`config.mk`:
```
export PLATFORM = sky130hd
export DESIGN_NAME = multicycle_alu
export DESIGN_NICKNAME = d
export VERILOG_FILES = /design/src/rtl/alu_pkg.sv /design/src/rtl/alu_iter_step.sv /design/src/rtl/multicycle_alu.sv
export SDC_FILE = /design/constraint.sdc
export NUM_CORES = 1
export LEC_CHECK = 0
export ABC_AREA = 1
export BUFFER_PORTS_ARGS = -buffer_cell sky130_fd_sc_hd__buf_2
export CAP_MARGIN = 20
export CORE_ASPECT_RATIO = 0.6
export CORE_MARGIN = 3
export CORE_UTILIZATION = 45
export CTS_CLUSTER_DIAMETER = 120
export DETAILED_ROUTE_END_ITERATION = 8
export PLACE_DENSITY = 0.61
export SLEW_MARGIN = 20
export SYNTH_ARGS = -nofsm -noshare
export SYNTH_HDL_FRONTEND = slang
export SYNTH_SLANG_ARGS = --single-unit
```
`constraint.sdc`:
```
create_clock -name CLK -period 6.12 [get_ports CLK]
set_clock_uncertainty 0.2 [all_clocks]
set_input_delay 0.612 -clock CLK [delete_from_list [all_inputs] [get_ports CLK]]
set_output_delay 0.612 -clock CLK [all_outputs]
set_load 0.03 [all_outputs]
```
`src/rtl/alu_pkg.sv`:
```
// Shared encodings and constants for the iterative multiply/divide/shift unit.
package alu_pkg;

  typedef enum logic [2:0] {
    ALU_MUL = 3'd0,
    ALU_DIV = 3'd1,
    ALU_SHL = 3'd2,
    ALU_SHR = 3'd3,
    ALU_ROR = 3'd4
  } aluOp_t;

  typedef enum logic [1:0] {
    IDLE = 2'd0,
    CALC = 2'd1,
    DONE = 2'd2
  } state_t;

  localparam logic [7:0] DIV0_QUOT     = 8'hFF;
  localparam int         MUL_DIV_ITERS = 8;

endpackage

```
`src/rtl/alu_iter_step.sv`:
```
// One iteration of the multicycle ALU datapath; purely combinational.
// MUL: {accHi,accLo} is the product/multiplier shift pair. DIV: accHi=remainder, accLo=dividend/quotient.
module alu_iter_step
  import alu_pkg::*;
#(
  parameter int WIDTH = 8
) (
  input  logic [2:0]       op,
  input  logic [WIDTH-1:0] accHi,
  input  logic [WIDTH-1:0] accLo,
  input  logic [WIDTH-1:0] aux,
  input  logic             flag,
  output logic [WIDTH-1:0] nextHi,
  output logic [WIDTH-1:0] nextLo,
  output logic             nextFlag
);

  logic [WIDTH:0] sum;
  logic [WIDTH:0] shifted;

  always_comb begin
    nextHi   = accHi;
    nextLo   = accLo;
    nextFlag = flag;
    sum      = {1'b0, accHi} + (accLo[0] ? {1'b0, aux} : '0);
    shifted  = {accHi, accLo[WIDTH-1]};
    case (op)
      ALU_MUL: begin
        nextHi = sum[WIDTH:1];
        nextLo = {sum[0], accLo[WIDTH-1:1]};
      end
      ALU_DIV: begin
        // Remainder stays below the divisor, so shifted always fits WIDTH+1 bits.
        if (shifted >= {1'b0, aux}) begin
          nextHi = shifted[WIDTH-1:0] - aux;
          nextLo = {accLo[WIDTH-2:0], 1'b1};
        end else begin
          nextHi = shifted[WIDTH-1:0];
          nextLo = {accLo[WIDTH-2:0], 1'b0};
        end
      end
      ALU_SHL: begin
        nextFlag = accLo[WIDTH-1];
        nextLo   = {accLo[WIDTH-2:0], 1'b0};
      end
      ALU_SHR: begin
        nextFlag = accLo[0];
        nextLo   = {1'b0, accLo[WIDTH-1:1]};
      end
      ALU_ROR: begin
        nextFlag = accLo[0];
        nextLo   = {flag, accLo[WIDTH-1:1]};
      end
      default: ;
    endcase
  end

endmodule

```
`src/rtl/multicycle_alu.sv`:
```
// Iterative MUL/DIV/shift unit: done in cycle N+1 after start, busy while iterating, start ignored in CALC.
// MULTICYCLE_ALU_PERF_EN adds a saturating stallCycles counter of busy cycles.
module multicycle_alu
  import alu_pkg::*;
#(
  parameter int WIDTH = 8,
  parameter int CNT_W = 4
) (
  input  logic             CLK,
  input  logic             reset,
  input  logic             start,
  input  logic [2:0]       op,
  input  logic [WIDTH-1:0] opA,
  input  logic [WIDTH-1:0] opB,
  input  logic             flagin,
  output logic             busy,
  output logic             done,
  output logic             writeEn,
  output logic [WIDTH-1:0] result,
  output logic [WIDTH-1:0] resultHi,
  output logic             flagout
`ifdef MULTICYCLE_ALU_PERF_EN
  ,
  output logic [15:0]      stallCycles
`endif
);

  state_t           state, stateNext;
  logic [CNT_W-1:0] cnt, loadCnt;
  logic [2:0]       opR;
  logic [WIDTH-1:0] accHi, accLo, aux;
  logic             flagR;
  logic [WIDTH-1:0] stepHi, stepLo;
  logic             stepFlag;
  logic [WIDTH-1:0] loadLo, loadAux, zeroLo, zeroHi, finLo, finHi;
  logic             loadFlag, zeroFlag, finFlag, accept;

  alu_iter_step #(.WIDTH(WIDTH)) uStep (
    .op      (opR),
    .accHi   (accHi),
    .accLo   (accLo),
    .aux     (aux),
    .flag    (flagR),
    .nextHi  (stepHi),
    .nextLo  (stepLo),
    .nextFlag(stepFlag)
  );

  assign accept  = start && (state != CALC);
  assign busy    = (state == CALC);
  assign done    = (state == DONE);
  assign writeEn = done;

  // Iteration count, initial accumulators, and the result used when no iteration is needed.
  always_comb begin
    loadCnt  = '0;
    loadLo   = opA;
    loadAux  = opB;
    loadFlag = 1'b0;
    zeroLo   = opA;
    zeroHi   = '0;
    zeroFlag = 1'b0;
    case (op)
      ALU_MUL: begin
        loadCnt = CNT_W'(MUL_DIV_ITERS);
        loadLo  = opB;
        loadAux = opA;
      end
      ALU_DIV: begin
        if (opB != '0) loadCnt = CNT_W'(MUL_DIV_ITERS);
        zeroLo   = DIV0_QUOT;
        zeroHi   = opA;
        zeroFlag = 1'b1;
      end
      ALU_SHL, ALU_SHR: loadCnt = CNT_W'(opB[2:0]);
      ALU_ROR: begin
        loadCnt  = CNT_W'(opB[2:0]);
        loadFlag = flagin;
        zeroFlag = flagin;
      end
      default: zeroFlag = flagin;
    endcase
  end

  always_comb begin
    finLo   = stepLo;
    finHi   = '0;
    finFlag = stepFlag;
    case (opR)
      ALU_MUL: begin
        finHi   = stepHi;
        finFlag = |stepHi;
      end
      ALU_DIV: begin
        finHi   = stepHi;
        finFlag = 1'b0;
      end
      default: ;
    endcase
  end

  always_comb begin
    stateNext = state;
    case (state)
      IDLE, DONE: begin
        if (start) stateNext = (loadCnt == '0) ? DONE : CALC;
        else       stateNext = IDLE;
      end
      CALC:    if (cnt == CNT_W'(1)) stateNext = DONE;
      default: stateNext = IDLE;
    endcase
  end

  always_ff @(posedge CLK) begin
    if (reset) begin
      state    <= IDLE;
      cnt      <= '0;
      opR      <= '0;
      accHi    <= '0;
      accLo    <= '0;
      aux      <= '0;
      flagR    <= 1'b0;
      result   <= '0;
      resultHi <= '0;
      flagout  <= 1'b0;
    end else begin
      state <= stateNext;
      if (accept) begin
        opR   <= op;
        cnt   <= loadCnt;
        accHi <= '0;
        accLo <= loadLo;
        aux   <= loadAux;
        flagR <= loadFlag;
        if (loadCnt == '0) begin
          result   <= zeroLo;
          resultHi <= zeroHi;
          flagout  <= zeroFlag;
        end
      end else if (state == CALC) begin
        cnt   <= cnt - CNT_W'(1);
        accHi <= stepHi;
        accLo <= stepLo;
        flagR <= stepFlag;
        if (cnt == CNT_W'(1)) begin
          result   <= finLo;
          resultHi <= finHi;
          flagout  <= finFlag;
        end
      end
    end
  end

`ifdef MULTICYCLE_ALU_PERF_EN
  logic [15:0] stallCnt;

  always_ff @(posedge CLK) begin
    if (reset)                            stallCnt <= '0;
    else if (busy && stallCnt != 16'hFFFF) stallCnt <= stallCnt + 16'd1;
  end

  assign stallCycles = stallCnt;
`endif

endmodule

```
==> results.json, run 1 <==
{
  "status": "finished clean",
  "final_cell_mix": "102 x nand2_1, 77 x inv_1, 58 x nor2_1",
  "grt_max_degree": 31,
  "fillers": 781,
  "dr.pass1.iters": 6,
  "tightestPinTransition_ns": 0.8741,
  "areaGrowthSynthToFinish_pct": 11.05,
  "peakVddDrop_v": 0.0001365,
  "gp_congestion": 1.049,
  "wl_per_cell_um": 17.87,
  "reg2reg_to": "flagout$_SDFFE_PP0P_",
  "max_slew_margin_pct": 41.66,
  "port_buffers": 42,
  "finalSetupTns_ns": 0,
  "final_common_cell": "nand2_1",
  "period_needed_ns": 2.927,
  "cts_setup_buffers": 0,
  "report.final.slew_viol_count": 0,
  "stdcell_area_sq_um": 4123,
  "cts_buffers": 5,
  "syn_nets": 605,
  "die_w_um": 123.3,
  "critPathKind": "register to register",
  "fin_crit_sh_pct": 47.83,
  "antenna_found_initial": 0,
  "cellLeakagePower_nw": 1.995,
  "vias": 4030,
  "clock_sinks": 51,
  "crit_fanout": 12,
  "hold_start": "opR[1]$_SDFFE_PP0P_",
  "cts_tree": "built",
  "insertion_delay_ns": 0.30,
  "cts_max_level": 2,
  "hold_path.class": "register to register",
  "postCtsHoldBufs": 0,
  "drive_gt1_share_pct": 15.18,
  "design.die.area_sq_um": 9411,
  "critPathCaptureType": "register",
  "cts-root-buf": "clkbuf_16",
  "synth_cell_type_count": 42,
  "crit_arrival_ns": 2.95,
  "row_count": 24,
  "clk_pin_slew_worst_paths_ns": 0.07,
  "postRouteAntennaNets": 0,
  "fmaxAchievable_ghz": 0.3416,
  "io_pins": 43,
  "holdWs_ns": 0.3042,
  "synth_warnings": 0,
  "powerDensity_nw_per_um2": 276.5,
  "hold_depth": 2,
  "drc_errors": 0,
  "hold_end": "opR[1]$_SDFFE_PP0P_",
  "syn_area_sq_um": 3712,
  "rsz0062_at_grt": "no",
  "final_hold_viol_count": 0,
  "drt_wl_total_um": 12450,
  "yosysSeqAreaShare_pct": 27.50,
  "core_sq_um": 7627,
  "critPathLaunchType": "register",
  "dp_hpwl_um": 9970,
  "r2r_cells": 16,
  "drt_iter0_drc": 402,
  "grt_pass1_vias": 3523,
  "start_util_pct": 48.67,
  "r2r-start": "accLo[0]$_SDFFE_PP0P_",
  "synth-seq-cells": 51,
  "maxCapViolCount": 0,
  "syn-instance-count": 562,
  "finalSetupViolCount": 0,
  "grt_usage_pct": 27.03,
  "synth.avg_cell_area_sq_um": 6.606,
  "crit_required_ns": 6.14,
  "placed_area_sq_um": 3960,
  "die_height_um": 76.36,
  "rrSetupSlack_ns": 3.19,
  "diodes": 0,
  "grt_overflow_total": 0,
  "via_per_inst": 5.782,
  "cts_buffer_depth": 2,
  "grt_pass1_wl_um": 19550,
  "nets": 636,
  "cts-resized-gates": 0
}
## Yosys cell counts
master	instances	area share (%)
a21oi_1	35	4.7
nand2_2	2	0.34
a21o_1	1	0.20
buf_6	2	0.61
o31ai_2	1	0.34
ha_1	18	6.1
clkbuf_1	9	0.91
nor3_1	3	0.40
nand2_1	102	10
nor2_4	4	1.2
buf_2	5	0.67
inv_1	77	7.8
o21bai_1	2	0.40
o21ai_2	4	0.94
o21ai_0	49	6.6
nor3_2	1	0.27
nor2_2	11	1.9
o31ai_1	1	0.20
buf_1	1	0.10
xor2_1	3	0.71
nand3_2	2	0.54
buf_4	2	0.40
nand2_4	3	0.91
nor4_1	2	0.34
o32ai_1	7	1.7
o221ai_1	4	0.94
a31oi_1	19	3.2
inv_2	9	0.91
nor3_4	1	0.44
nand3_1	37	5.0
o211ai_1	15	3.0
o21ai_1	6	0.81
nand4_1	4	0.67
o22ai_1	4	0.67
fa_1	2	1.1
nor2_8	1	0.54
dfxtp_1	51	28
inv_4	1	0.17
nand3b_1	1	0.20
nor2_1	58	5.9
xnor2_1	1	0.24
o311ai_0	1	0.24
## worst max-delay path, stage by stage, from the launching register on
cell	delay, ns
dfxtp_1	0.59
nand2_1	0.12
inv_1	0.08
ha_1	0.20
inv_1	0.07
fa_1	0.40
inv_1	0.10
nand4_1	0.12
nand3_1	0.11
nand2_1	0.07
a21oi_1	0.11
o21ai_0	0.14
nand3_1	0.23
nor2_2	0.06
nand2_1	0.07
nand2_1	0.06
a21oi_1	0.13
## power by group
part           total, W  switching (W)  internal (W)
Clock          0.000321       0.000130      0.000191
Combinational  0.000421       0.000292      0.000129
Sequential     0.000397      0.0000298      0.000368
## layout make-up
class	count	area (sq um)	area share [%]
multi-input cells	405	2262	54.87
flip-flops and latches	51	1021	24.76
inverters	87	329.1	7.982
repair buffers	43	217.7	5.281
well taps	104	130.1	3.156
clock buffers	5	125.1	3.035
clock inverters	2	37.54	0.9105
## registers in the layout, summed over array words and instances (netlist names)
register / cells
accHi: 8
accLo: 8
aux: 8
resultHi: 8
result: 8
cnt: 4
opR: 3
state: 2
flagR: 1
flagout: 1
## worst max-delay path by stage
stage,endpoint,start,cells after the start
floorplan,flagout$_SDFFE_PP0P_,accLo[0]$_SDFFE_PP0P_,18
global route,flagout$_SDFFE_PP0P_,accLo[0]$_SDFFE_PP0P_,17
CTS,flagout$_SDFFE_PP0P_,accLo[0]$_SDFFE_PP0P_,17
global placement,flagout$_SDFFE_PP0P_,accLo[0]$_SDFFE_PP0P_,17
finish,flagout$_SDFFE_PP0P_,accLo[0]$_SDFFE_PP0P_,16
detailed placement,flagout$_SDFFE_PP0P_,accLo[0]$_SDFFE_PP0P_,17
## cells by family (layout without fill, tap and decap cells)
family / count (synthesis) / in the layout / synth area share (%)
xor+xnor: 4 / 4 / 0.9439
compound gates: 149 / 149 / 23.96
fa+ha+maj: 20 / 20 / 7.145
buf+inv: 106 / 137 / 11.56
simple gates: 232 / 232 / 28.88
flops: 51 / 51 / 27.50
## layer usage
| layer | wire length (um) | up-vias | track usage, % | part of all wire, % |
|---|---|---|---|---|
| li1 | - | 1955 | - | - |
| met1 | 6291 | 1855 | 45.21 | 51 |
| met2 | 4368 | 213 | 31.17 | 35 |
| met3 | 1738 | 7 | 10.76 | 14 |
| met4 | 53 | 0 | 3.646 | 0.43 |
| met5 | 0 | - | 0 | 0 |
## through the flow
stage | power (W) | util, % | std cells | worst slack (ns)
after floorplan | 0.0007033 | - | 562 | 3.675
after global placement | 0.0008165 | 51.92 | 690 | 3.277
after detailed placement | 0.0008152 | 51.92 | 690 | 3.292
after CTS | 0.001134 | 54.05 | 697 | 3.282
after global routing | 0.001211 | 54.05 | 697 | 2.990
final | 0.001140 | 54.05 | 697 | 3.193
Note: power is estimated with default switching activity, not from simulation.
==> inputs of run 2 (changes only) <==
- PLACE_DENSITY: 0.61 -> 0.64
- clock period: 6.12 -> 2.6 ns (I/O delays scaled with it)
==> results.json, run 2 (synthesis results as in run 1) <==
{
  "status": "finished clean",
  "clock_sinks": 51,
  "fmaxAchievable_ghz": 0.4003,
  "drc_errors": 0,
  "grt_usage_pct": 26.41,
  "fin_crit_sh_pct": 96.09,
  "via_per_inst": 5.818,
  "cts_buffers": 5,
  "insertion_delay_ns": 0.29,
  "cts_buffer_depth": 2,
  "fin_total_pwr_w": 0.002866,
  "finalSetupViolCount": 0,
  "drt_iter0_drc": 534,
  "grt_pass1_vias": 3565,
  "powerDensity_nw_per_um2": 655.9,
  "die_height_um": 76.36,
  "hold_depth": 3,
  "critPathLaunchType": "register",
  "crit_fanout": 6,
  "reg2reg_to": "flagout$_SDFFE_PP0P_",
  "period_needed_ns": 2.498,
  "nets": 648,
  "antenna_found_initial": 0,
  "maxCapViolCount": 0,
  "cts_tree": "built",
  "tightestPinTransition_ns": 0.7355,
  "row_count": 24,
  "cts-root-buf": "clkbuf_16",
  "dr.pass1.iters": 6,
  "hold_path.class": "input pin to register",
  "hold_start": "op[1]",
  "grt_max_degree": 31,
  "cellLeakagePower_nw": 2.075,
  "rrSetupSlack_ns": 0.10,
  "r2r_cells": 17,
  "gp_congestion": 1.013,
  "clk_pin_slew_worst_paths_ns": 0.07,
  "design.die.area_sq_um": 9411,
  "start_util_pct": 48.67,
  "postCtsHoldBufs": 0,
  "grt_overflow_total": 0,
  "drive_gt1_share_pct": 20.79,
  "peakVddDrop_v": 0.0003242,
  "dp_hpwl_um": 9941,
  "die_w_um": 123.3,
  "report.final.slew_viol_count": 0,
  "grt_pass1_wl_um": 19260,
  "max_slew_margin_pct": 50.45,
  "hold_end": "opR[1]$_SDFFE_PP0P_",
  "fin_util_pct": 57.28,
  "final_cell_mix": "98 x nand2_1, 75 x inv_1, 58 x nor2_1",
  "core_sq_um": 7627,
  "final_hold_viol_count": 0,
  "postRouteAntennaNets": 0,
  "r2r-start": "accLo[0]$_SDFFE_PP0P_",
  "wl_per_cell_um": 17.94,
  "diodes": 0,
  "critPathCaptureType": "register",
  "port_buffers": 42,
  "areaGrowthSynthToFinish_pct": 17.69,
  "cts_max_level": 2,
  "critPathKind": "register to register",
  "final_common_cell": "nand2_1",
  "crit_required_ns": 2.58,
  "crit_arrival_ns": 2.48,
  "drt_wl_total_um": 12740,
  "vias": 4131,
  "io_pins": 43
}
==> run 2: worst max-delay path: stages, from the launching register on <==
cell and delay (ns):
dfxtp_4 0.38, nand2_1 0.06, inv_1 0.07, ha_1 0.19
inv_1 0.07, fa_2 0.36, inv_1 0.08, nand2_1 0.05
a21oi_1 0.18, o21ai_0 0.11, nand2_1 0.08, o21ai_2 0.09
nor2_4 0.12, nand2_1 0.06, nor2_1 0.10, nand2_1 0.06
nand2_1 0.05, a21oi_1 0.06
==> run 2: per-stage QoR <==
| stage | instances | worst slack [ns] | TNS (ns) | hold WS (ns) | area (sq um) |
|---|---|---|---|---|---|
| floorplan | 562 | 0.1546 | 0 | 0.1983 | 3712 |
| global placement | 701 | -0.02764 | -0.02764 | 0.2829 | 4043 |
| detailed placement | 701 | -0.003461 | -0.003461 | 0.2909 | 4043 |
| CTS | 709 | 0.02007 | 0 | 0.02912 | 4244 |
| global route | 710 | -0.009016 | -0.009016 | 0.03746 | 4369 |
| finish | 710 | 0.1017 | 0 | 0.03996 | 4369 |
==> run 2: worst max path at each step <==
stage / start / to / slack (ns)
floorplan: accLo[0]$_SDFFE_PP0P_ / flagout$_SDFFE_PP0P_ / 0.15
global placement: accLo[7]$_SDFFE_PP0P_ / flagout$_SDFFE_PP0P_ / -0.03
detailed placement: accLo[7]$_SDFFE_PP0P_ / flagout$_SDFFE_PP0P_ / -0.003
CTS: accLo[7]$_SDFFE_PP0P_ / flagout$_SDFFE_PP0P_ / 0.02
global route: aux[4]$_SDFFE_PP0P_ / flagout$_SDFFE_PP0P_ / -0.009
finish: accLo[0]$_SDFFE_PP0P_ / flagout$_SDFFE_PP0P_ / 0.10
==> run 2: layout make-up <==
class | instances | area (sq um)
multi-input cells | 405 | 2381
repair buffers | 55 | 307.8
inverters | 87 | 329.1
clock inverters | 3 | 67.56
clock buffers | 5 | 125.1
well taps | 104 | 130.1
fillers | 775 | 3258
flip-flops and latches | 51 | 1028
==> run 2: metal layers <==
layer / wire length [um] / vias to the layer above / track usage [%]
met4: 165 / 0 / 4.972
li1: - / 1976 / -
met3: 1792 / 24 / 10.01
met1: 6293 / 1897 / 43.66
met5: 0 / - / 0
met2: 4485 / 234 / 30.68
==> run 2: power by group <==
| group | switching (W) | leakage, nW | internal, W |
|---|---|---|---|
| registers | 0.0000629 | 0.422 | 0.000866 |
| logic | 0.000720 | 1.56 | 0.000351 |
| clock network | 0.000314 | 0.0900 | 0.000552 |
==> run 2: timing repair <==
action / 4_1_cts / 5_1_grt
pin swaps: 0 / 8
setup endpoints to repair: 1 / 4
buffers inserted: 0 / 1
gates resized for setup: 2 / 29
